==> config.mk <==
export PLATFORM = sky130hd
export DESIGN_NAME = uart_tx_arbiter
export DESIGN_NICKNAME = d
export VERILOG_FILES = /design/src/rtl/uart_tx_arbiter.sv
export SDC_FILE = /design/constraint.sdc
export NUM_CORES = 1
export LEC_CHECK = 0
export BUFFER_PORTS_ARGS = -buffer_cell sky130_fd_sc_hd__buf_2
export CAP_MARGIN = 10
export CORE_AREA = 2 2 69 71
export CTS_CLUSTER_DIAMETER = 40
export DETAILED_ROUTE_END_ITERATION = 6
export DIE_AREA = 0 0 71 73
export RECOVER_POWER = 100
export REMOVE_ABC_BUFFERS = 1
export SLEW_MARGIN = 15
export SYNTH_ARGS = -nofsm -noshare
export SYNTH_HDL_FRONTEND = slang
export SYNTH_SLANG_ARGS = --single-unit
==> constraint.sdc <==
create_clock -name clk -period 2.2 [get_ports clk]
set_input_delay 0.33 -clock clk [delete_from_list [all_inputs] [get_ports clk]]
set_output_delay 0.33 -clock clk [all_outputs]
set_load 0.005 [all_outputs]
==> src/rtl/uart_tx_arbiter.sv <==
`default_nettype none
// ============================================================================
// uart_tx_arbiter : two-requester round-robin arbiter feeding one 8N1 UART TX
// Revision: 1.0
// ============================================================================
module uart_tx_arbiter #(
  parameter int CLKS_PER_BIT = 10416
) (
  input  logic       clk,
  input  logic       rst,
  input  logic       req0,
  input  logic [7:0] data0,
  output logic       ack0,
  input  logic       req1,
  input  logic [7:0] data1,
  output logic       ack1,
  output logic       tx,
  output logic       busy,
  output logic       src
);

  typedef enum logic [1:0] {
    S_IDLE  = 2'd0,
    S_START = 2'd1,
    S_DATA  = 2'd2,
    S_STOP  = 2'd3
  } state_t;

  localparam logic [15:0] C_BIT_LAST = 16'(CLKS_PER_BIT - 1);

  state_t      state_q, state_d;
  logic [15:0] cnt_q, cnt_d;
  logic [2:0]  idx_q, idx_d;
  logic [7:0]  byte_q, byte_d;
  logic        last_q, last_d;
  logic        tx_q, tx_d;
  logic        busy_q, busy_d;
  logic        ack0_q, ack0_d;
  logic        ack1_q, ack1_d;
  logic        src_q, src_d;

  logic        w_bit_end;
  logic        w_grant;
  logic [2:0]  w_idx_nxt;

  assign w_bit_end = (cnt_q == C_BIT_LAST);
  assign w_idx_nxt = idx_q + 3'd1;
  // On a tie the requester not served last wins; a lone request always wins.
  assign w_grant   = (req0 && req1) ? ~last_q : req1;

  always_comb begin
    state_d = state_q;
    cnt_d   = cnt_q;
    idx_d   = idx_q;
    byte_d  = byte_q;
    last_d  = last_q;
    tx_d    = tx_q;
    busy_d  = busy_q;
    ack0_d  = 1'b0;
    ack1_d  = 1'b0;
    src_d   = src_q;
    case (state_q)
      S_IDLE: begin
        if (req0 || req1) begin
          byte_d  = w_grant ? data1 : data0;
          src_d   = w_grant;
          last_d  = w_grant;
          ack0_d  = ~w_grant;
          ack1_d  = w_grant;
          state_d = S_START;
          tx_d    = 1'b0;
          busy_d  = 1'b1;
          cnt_d   = 16'd0;
          idx_d   = 3'd0;
        end
      end
      S_START: begin
        if (w_bit_end) begin
          state_d = S_DATA;
          cnt_d   = 16'd0;
          tx_d    = byte_q[0];
        end else begin
          cnt_d = cnt_q + 16'd1;
        end
      end
      S_DATA: begin
        if (w_bit_end) begin
          cnt_d = 16'd0;
          if (idx_q == 3'd7) begin
            state_d = S_STOP;
            tx_d    = 1'b1;
          end else begin
            idx_d = w_idx_nxt;
            tx_d  = byte_q[w_idx_nxt];
          end
        end else begin
          cnt_d = cnt_q + 16'd1;
        end
      end
      S_STOP: begin
        if (w_bit_end) begin
          state_d = S_IDLE;
          cnt_d   = 16'd0;
          busy_d  = 1'b0;
          tx_d    = 1'b1;
        end else begin
          cnt_d = cnt_q + 16'd1;
        end
      end
      default: begin
        state_d = S_IDLE;
        tx_d    = 1'b1;
        busy_d  = 1'b0;
      end
    endcase
  end

  always_ff @(posedge clk or posedge rst) begin
    if (rst) begin
      state_q <= S_IDLE;
      cnt_q   <= 16'd0;
      idx_q   <= 3'd0;
      byte_q  <= 8'd0;
      last_q  <= 1'b1;
      tx_q    <= 1'b1;
      busy_q  <= 1'b0;
      ack0_q  <= 1'b0;
      ack1_q  <= 1'b0;
      src_q   <= 1'b0;
    end else begin
      state_q <= state_d;
      cnt_q   <= cnt_d;
      idx_q   <= idx_d;
      byte_q  <= byte_d;
      last_q  <= last_d;
      tx_q    <= tx_d;
      busy_q  <= busy_d;
      ack0_q  <= ack0_d;
      ack1_q  <= ack1_d;
      src_q   <= src_d;
    end
  end

  assign tx   = tx_q;
  assign busy = busy_q;
  assign ack0 = ack0_q;
  assign ack1 = ack1_q;
  assign src  = src_q;

endmodule
`default_nettype wire

After elaboration in Yosys (flattened, before gate mapping)
Index checks and enable logic that the tools add are counted.
{"block": "classes", "add_sub_neg": 2, "magnitude_cmp": 1, "n_eq_ne": 11, "mux": 30, "bitwise": 2, "n_reduce_logical": 11}
{"cell": "16-bit 2-to-1 mux", "count": 2}
{"cell": "16-bit one-hot mux with 2 select lines", "count": 1}
{"cell": "16-bit by 1-bit adder with 16-bit output, second input constant", "count": 1}
{"cell": "16-bit by 14-bit == test with 1-bit output, second input constant", "count": 1}
{"cell": "1-bit 2-to-1 mux", "count": 13}
{"cell": "2-bit inequality test, second input constant", "count": 6}
{"cell": "2-bit 2-to-1 mux", "count": 5}
{"cell": "3-bit 2-to-1 mux", "count": 3}
{"cell": "8-bit 2-to-1 mux", "count": 1}
{"cell": "2-bit one-hot mux with 4 select lines", "count": 1}
{"cell": "4-bit AND reduction", "count": 2}
{"cell": "3-bit one-hot mux with 2 select lines", "count": 1}
{"cell": "5-bit AND reduction", "count": 1}
{"cell": "2-bit == test, second input constant", "count": 2}
{"cell": "3-bit by 4-bit less-than comparator with 1-bit output, second input constant", "count": 1}
{"cell": "1-bit one-hot mux with 4 select lines", "count": 1}
{"cell": "2-bit nonzero test", "count": 2}
{"cell": "3-bit by 1-bit adder with 3-bit output, second input constant", "count": 1}
{"cell": "1-bit binary-select mux with 3-bit select", "count": 1}
{"cell": "3-bit == test, second input constant", "count": 1}
{"cell": "3-bit AND reduction", "count": 1}
{"cell": "3-bit OR reduction", "count": 1}
{"cell": "2-bit by 1-bit == test with 1-bit output, second input constant", "count": 1}
{"cell": "2-bit logical NOT", "count": 1}
{"cell": "5 further kinds", "count": 6}
{"block": "totals", "register_bits": 35, "output_inout_bits": 5, "elab_cells": 67}

Depth between registers and ports, before layout
Gate-level depths: netlist of the first run.
{"block": "depth", "word_depth": 6, "depth_mapped": 8}

Worst setup path after synthesis of the first run
OpenSTA, ideal clock, no wires.
{"block": "synth_path", "path_type": "reg2reg", "from": "reg state_q[0]", "to": "reg state_q[1]", "setup_time_ns": 0.125, "arrival_ns": 1.844, "t_required_ns": 2.075, "setup_slack_ns": 0.231, "stages_incl_launch_ff": 7, "path_buffers": 1, "cell_sequence": "dfrtp_1 > inv_1 > ha_1 > clkbuf_1 > or3_1 > a221oi_1 > mux2_2"}
{"block": "synth_between", "elab_chain_cells": 3, "elab_cells_between_ends": 11}
{"item": "start: declaration", "line_no": "31", "text": "state_t state_q, state_d;"}
{"item": "start signal: assignment", "line_no": "131", "text": "state_q <= state_d;"}
{"item": "2-bit == test, or another cell as far along", "line_no": "62", "text": "case (state_q)"}
{"item": "2-bit inequality test (no line)"}
{"item": "5-bit AND reduction (no line)"}
Parallel ways exist; a longest one is shown, timed or not.
A chain may end at the register's enable or synchronous reset.

Worst setup path after layout of the first run
Ends and elaborated chain as after synthesis.

==> implementation parameters, run 1 <==
Parameter                              Value

Clocking
  Hold-fix buffer count after cts    0
  Clock Pin Slew Worst Setup and Hold Paths    0.07 ns
  Clock latency on the worst-skew pair    0.28 ns
  H-Tree Depth    2
  Count of instances resized after the clock tree is built    0
  Root buffer cell    clkbuf_8
  Number of buffers between clock root and the deepest sink    2
  TritonCTS sink count    35
  TritonCTS buffer count    5
  Buffer count from post-CTS setup fixing    0
  Clock tree from TritonCTS    built

Die
  Initial Util    42.6%
  Placement row count    25
  Width of the die    71 um
  Core box area    4540 sq um
  Ports placed on the boundary    25
  Height of the die    73 um
  Total Die Area    5180 sq um

Placed design
  Area of placed instances    2160 sq um
  Weighted congestion at the end of routability-driven global placement    0.839
  Port Buffers    24
  DP Cell Count    269
  Detail Placement HPWL    2890 um

Routing
  DRT iter0 DRCs    40
  Via-per-instance ratio    5.53
  Average wire length per cell after detail routing    14.0 um
  Vias post-DR    1531
  Post-route antenna net violation count    0
  Initial DRT Pass Iterations    5
  Total DRC errors in the routed layout    0
  Total Wirelength    3880 um

Global route
  Via count of the first global-routing pass    1418
  Antenna violations before repair    0
  Total overflow reported by the global router    0
  First-pass GRT wire length    6800 um
  Pin count of the biggest net entering global routing    36
  All-layer global routing usage    16.7%

Synth
  Average footprint of a synthesized cell    10.2 sq um
  Share of synthesized area occupied by flip-flops and latches    45.5%
  Dominant cells by area after synthesis    dfrtp_1 (43%), ha_1 (5.2%), nand2_1 (3.9%), mux2i_1 (3.6%), o21ai_0 (3.1%)
  Async set-reset flop share out of synthesis    100%
  Synthesis Warnings    0
  Primary FF master, synth    dfrtp_1
  Distinct cells, synth    56
  Library cell with the largest summed area after synthesis    dfrtp_1
  Post-synth design cell area    1930 sq um
  Cells after Synth    189
  Synthesis-stage register bit count    35
  Area share of the largest cell type after synthesis    42.7%
  Count of flip-flops with a built-in enable after synthesis    0

Setup path
  Crit Path Class    register to register
  R2R Setup Slk    0.20 ns
  Endpoint of the lowest-slack register-to-register path    state_q[1]
  Startpoint of the worst register-to-register path    state_q[0]
  Max Fanout on Critical Path    19
  Sort of element at the start of the critical path    register
  Critical path data arrival time    2.17 ns
  Depth of the worst register-to-register path    6
  Required arrival time at the worst endpoint    2.37 ns
  Nature of the critical path endpoint    register

Pwr
  Fraction of power spent switching nets    20.4%
  Final Total Pwr    0.00119 W
  Total net switching power    0.000242 W
  Worst VDD drop    0.000312 V
  Static Leakage    1.02 nW
  Flop pwr share    54.2%
  Internal power    0.000947 W
  Power Density    531 nW/um^2
  Proportion of power drawn by the clock network    42.6%
  Part of the power in combinational logic    3.3%

Min path
  Number of instances on the worst hold path    3
  Hold path start    data0[0]
  Hold Path Sink    byte_q[0]
  Hold Path Class    primary input to register

Cells and area
  Final standard cell count with taps included and fillers excluded    277
  Post-route cell area    2240 sq um
  Layout cell share with drive strength beyond 1    24.2%
  Commonest non-fill, non-tap cell in the layout    dfrtp_1
  Commonest cells after routing, fill and taps aside    dfrtp_1 (33), buf_2 (21), nand2_1 (20)
  Area added between synthesis and finish    15.9%
  Number of antenna cells inserted    0
  Final layout net count    250

Timing
  Sum of negative setup slack    0 ns
  Final worst path period share    90.8%
  Setup repair after global routing missed its margin    no
  Count of endpoints failing hold in the final timing report    0
  Final Critical Period    2.00 ns
  Setup-failing EPs final    0
  Fin Clk Skew    0.00769 ns
  Tightest slew margin relative to the limit    43.0%
  FMAX    501 MHz
  Number of max-slew violations in the final report    0
  Worst hold slack after final layout    0.253 ns
  Actual slew at the worst max-slew pin    0.855 ns

Run
  Max-cap violations    0

Run status
  Status    complete, no violations
## layout make-up
cell class	instances	area, sq um
Clock buffer	8	100
Fill cell	422	2300
Inverter	10	37.5
Timing Repair Buffer	31	160
Tap cell	54	67.6
Sequential cell	35	878
Multi-Input combinational cell	139	996
## registers in the layout, indices dropped and copies added, names as in the netlist
name	count
idx_q	3
src	1
busy	1
ack1	1
last_q	1
state_q	2
byte_q	8
ack0	1
cnt_q	16
tx	1
## cells by family after synthesis
family,synth area share [%]
fa+ha+maj,5.18
buf+inv,2.98
simple gates,22.0
mux,6.54
xor+xnor,1.81
compound gates,16.1
flops,45.5
## worst max-delay path by stage
stage / from / end / slack [ns] / depth (start not counted)
4_1_cts: cnt_q[0] / state_q[1] / 0.23 / 5
5_1_grt: state_q[1] / cnt_q[14] / 0.05 / 7
6_report: state_q[0] / state_q[1] / 0.20 / 6
3_5_place_dp: cnt_q[0] / state_q[1] / 0.23 / 5
3_3_place_gp: state_q[0] / cnt_q[15] / 0.28 / 6
2_1_floorplan: state_q[0] / cnt_q[7] / -0.22 / 6
## metrics by stage
| stage | utilization, % | worst slack (ns) |
|---|---|---|
| finish | 49.4 | 0.202 |
| global route | 49.4 | 0.0485 |
| CTS | 49.8 | 0.232 |
| detailed placement | 47.6 | 0.234 |
| global placement | 47.6 | 0.281 |
| floorplan | - | -0.219 |
## cell usage after synthesis, types with 2 or more instances
cell and instances:
dfrtp_1 33, nand2_1 20, o21ai_0 12, inv_1 10, a21oi_1 9, nand3_1 9, nor2_1 9, ha_1 8
mux2i_1 7, a222oi_1 3, and2_1 3, clkbuf_1 3, mux2_2 3, o22ai_1 3, o31ai_1 3, or3_1 3
xnor2_1 3, a21o_1 2, a22o_1 2, a41oi_1 2, dfstp_2 2, nand3b_1 2, nand4_2 2, nor3_1 2
or4_1 2, or4_2 2
## per-layer routing
metal / wire [um] / vias up / track usage [%]
met3: 148 / 6 / 4.14
met1: 1850 / 720 / 22.1
li1: - / 772 / -
met4: 54 / 0 / 5.03
met2: 1830 / 33 / 27.4
met5: 0 / - / 0
## critical path, cell delays in order, from the launching register on
cell	delay (ns)
dfrtp_1	0.39
inv_1	0.09
ha_1	0.21
nor3b_1	0.16
clkbuf_2	0.27
a221oi_1	0.39
mux2_2	0.38
## power by group through the flow
stage / clock network, W / registers (W) / logic [W]
floorplan: 0 / 0.000656 / 0.0000177
global placement: 0 / 0.000656 / 0.0000425
detailed placement: 0 / 0.000656 / 0.0000423
CTS: 0.000524 / 0.000643 / 0.0000423
global route: 0.000556 / 0.000643 / 0.0000459
finish: 0.000506 / 0.000644 / 0.0000392
Note: power is estimated with default switching activity, not from simulation.
==> inputs of run 2 (changes only) <==
ABC_AREA = 1   (was unset)
CORE_AREA = 2 2 70 72   (was 2 2 69 71)
DIE_AREA = 0 0 72 74   (was 0 0 71 73)
==> run 2 against run 1 <==
Non-clock buffer count down 4. Cell count rose by 24%. Critical path depth increased by 4. First-iteration DRC count up 35%. Largest power group is now combinational cells. Combinational power rose to 26 times the previous value. Total power rose by 110%. Routed wire length is 4.9% higher. Via count grew 12%. Critical path type unchanged.
==> implementation parameters, run 2 <==
Parameter                              Value

Clocking
  Number of buffers between clock root and the deepest sink    2
  H-Tree Depth    2
  Root buffer cell    clkbuf_8
  Clock Pin Slew Worst Setup and Hold Paths    0.07 ns
  Clock latency on the worst-skew pair    0.29 ns
  Hold-fix buffer count after cts    0
  Buffer count from post-CTS setup fixing    0
  TritonCTS sink count    35
  TritonCTS buffer count    5
  Clock tree from TritonCTS    built
  Count of instances resized after the clock tree is built    0

Timing
  Sum of negative setup slack    0 ns
  Final Critical Period    1.81 ns
  Fin Clk Skew    0.00377 ns
  Setup slack of the critical path after layout    0.388 ns
  Actual slew at the worst max-slew pin    0.857 ns
  FMAX    552 MHz
  Count of endpoints failing hold in the final timing report    0
  Final worst path period share    82.4%
  Number of max-slew violations in the final report    0
  Setup-failing EPs final    0
  Setup repair after global routing missed its margin    no
  Tightest slew margin relative to the limit    42.8%

Synth
  Dominant cells by area after synthesis    dfrtp_1 (41%), nand2_1 (12%), inv_1 (5.2%), nand3_1 (5.2%), ha_1 (5.0%)
  Library cell with the largest summed area after synthesis    dfrtp_1
  Primary FF master, synth    dfrtp_1
  Post-synth design cell area    2020 sq um
  Most frequently used cell type in the post-synthesis netlist    nand2_1
  Async set-reset flop share out of synthesis    100%
  Area share of the largest cell type after synthesis    40.9%
  Cells after Synth    257
  Distinct cells, synth    29
  Count of flip-flops with a built-in enable after synthesis    0
  Synth top cells by count    nand2_1 (63), dfrtp_1 (33), inv_1 (28), nor2_1 (23), nand3_1 (21)
  Synthesis Warnings    0
  Average footprint of a synthesized cell    7.85 sq um
  Synthesis-stage register bit count    35
  Share of synthesized area occupied by flip-flops and latches    43.5%

Run status
  Status    complete, no violations

Routing
  Total Wirelength    4070 um
  Routed length on met3    141 um
  Post-route antenna net violation count    0
  DR WL met2    2080 um
  DRT iter0 DRCs    54
  Initial DRT Pass Iterations    4
  Total DRC errors in the routed layout    0
  Via-per-instance ratio    4.97
  Total routed wire length on the met1 layer    1780 um
  Average wire length per cell after detail routing    11.8 um
  Top routing layer used    met4
  Vias post-DR    1708

Die
  Ports placed on the boundary    25
  Placement row count    25
  Core box area    4600 sq um
  Initial Util    43.9%
  Height of the die    74 um
  Width of the die    72 um
  Total Die Area    5330 sq um

Min path
  Hold Path Class    primary input to register

Global route
  Pin count of the biggest net entering global routing    36
  Antenna violations before repair    0
  First-pass GRT wire length    7300 um
  Total overflow reported by the global router    0
  Via count of the first global-routing pass    1737
  All-layer global routing usage    17.7%

Cells and area
  Number of antenna cells inserted    0
  Multi-input gate area in the final layout    955 sq um
  Commonest non-fill, non-tap cell in the layout    nand2_1
  Commonest cells after routing, fill and taps aside    nand2_1 (69), dfrtp_1 (33), inv_1 (29)
  Number of flip-flops under the largest register name    16
  # fillers    475
  Reg area    878 sq um
  Layout cell share with drive strength beyond 1    17.2%
  Area added between synthesis and finish    11.5%
  Register with the highest flop count    cnt_q
  Final layout net count    317
  Top Registers    cnt_q: 16 flops, byte_q: 8 flops, idx_q: 3 flops

Setup path
  Required arrival time at the worst endpoint    2.40 ns
  Sort of element at the start of the critical path    register
  Max Fanout on Critical Path    10
  Crit Path Class    register to register
  Nature of the critical path endpoint    register
  Critical path data arrival time    2.01 ns

Pwr
  Worst VDD drop    0.000475 V
  Static Leakage    1.14 nW
  Power Density    1090 nW/um^2

Placed design
  Detail Placement HPWL    3090 um
  Weighted congestion at the end of routability-driven global placement    0.854
  Post-placement worst setup slack    0.466 ns
  Port Buffers    24

Run
  Max-cap violations    0
==> run 2: cell types whose count changed after synthesis, moves of 4 or more <==
| cell | previous run | this run |
|---|---|---|
| inv_1 | 10 | 28 |
| inv_2 | 0 | 4 |
| mux2i_1 | 7 | 1 |
| nand2_1 | 20 | 63 |
| nand2_2 | 0 | 6 |
| nand2_4 | 0 | 5 |
| nand3_1 | 9 | 21 |
| nor2_1 | 9 | 23 |
| nor3_1 | 2 | 11 |
| o21ai_0 | 12 | 18 |
==> run 2: area by class of cell <==
class / count / share of cell area (%)
timing repair buffer: 27 / 6.17
sequential: 35 / 39.0
multi-input combinational: 187 / 42.4
clock buffer: 5 / 3.06
inverter: 33 / 5.62
clock inverter: 3 / 0.667
tap: 54 / 3.00
==> run 2: cells by family (layout without fill, tap and decap cells) <==
family | after synthesis | in the layout | synth area share [%]
fa+ha+maj | 8 | 8 | 4.96
flops | 35 | 35 | 43.5
compound gates | 33 | 33 | 8.56
xor+xnor | 1 | 1 | 0.434
mux | 1 | 1 | 0.496
simple gates | 144 | 144 | 35.3
buf+inv | 35 | 68 | 6.70
==> run 2: final timing paths <==
kind,startpoint,to,slack (ns),cells past startpoint
setup / recovery,cnt_q[0],cnt_q[2],0.39,10
max in group asynchronous,rst,src,1.38,3
hold / removal,data0[7],byte_q[7],0.25,3
hold reg to reg,last_q,last_q,0.46,2
setup reg to reg,cnt_q[0],cnt_q[2],0.39,10
min in group asynchronous,rst,cnt_q[10],0.28,3
==> run 2: through the flow <==
step | hold slack [ns] | power (W) | instance area, sq um | std cells | util, %
global placement | 0.456 | 0.00209 | 2220 | 336 | 48.3
CTS | 0.139 | 0.00257 | 2300 | 344 | 50.1
detailed placement | 0.454 | 0.00210 | 2220 | 336 | 48.3
floorplan | 0.444 | 0.00181 | 2010 | 255 | -
finish | 0.249 | 0.00246 | 2250 | 344 | 48.9
global route | 0.255 | 0.00271 | 2250 | 344 | 48.9
==> run 2: worst max-delay path, stage by stage (launching register included) <==
cell	delay (ns)
dfrtp_1	0.41
ha_1	0.22
nand2_1	0.10
inv_1	0.06
nand2_1	0.10
nor2_4	0.04
nand2_1	0.19
nand2_1	0.08
nand2_1	0.20
inv_4	0.10
nor3b_1	0.21
==> run 2: power by group <==
group	leakage, nW	switching (W)	internal, W	total, W
Combinational	0.637	0.000656	0.000374	0.00103
Sequential	0.453	0.000129	0.000845	0.000974
Clock	0.0477	0.000237	0.000217	0.000454
==> run 2: layer usage <==
layer  up-vias  GRT usage (%)
met4         0           7.55
met5         -              0
li1        894              -
met3         8           4.47
met1       778           19.1
met2        28           33.0
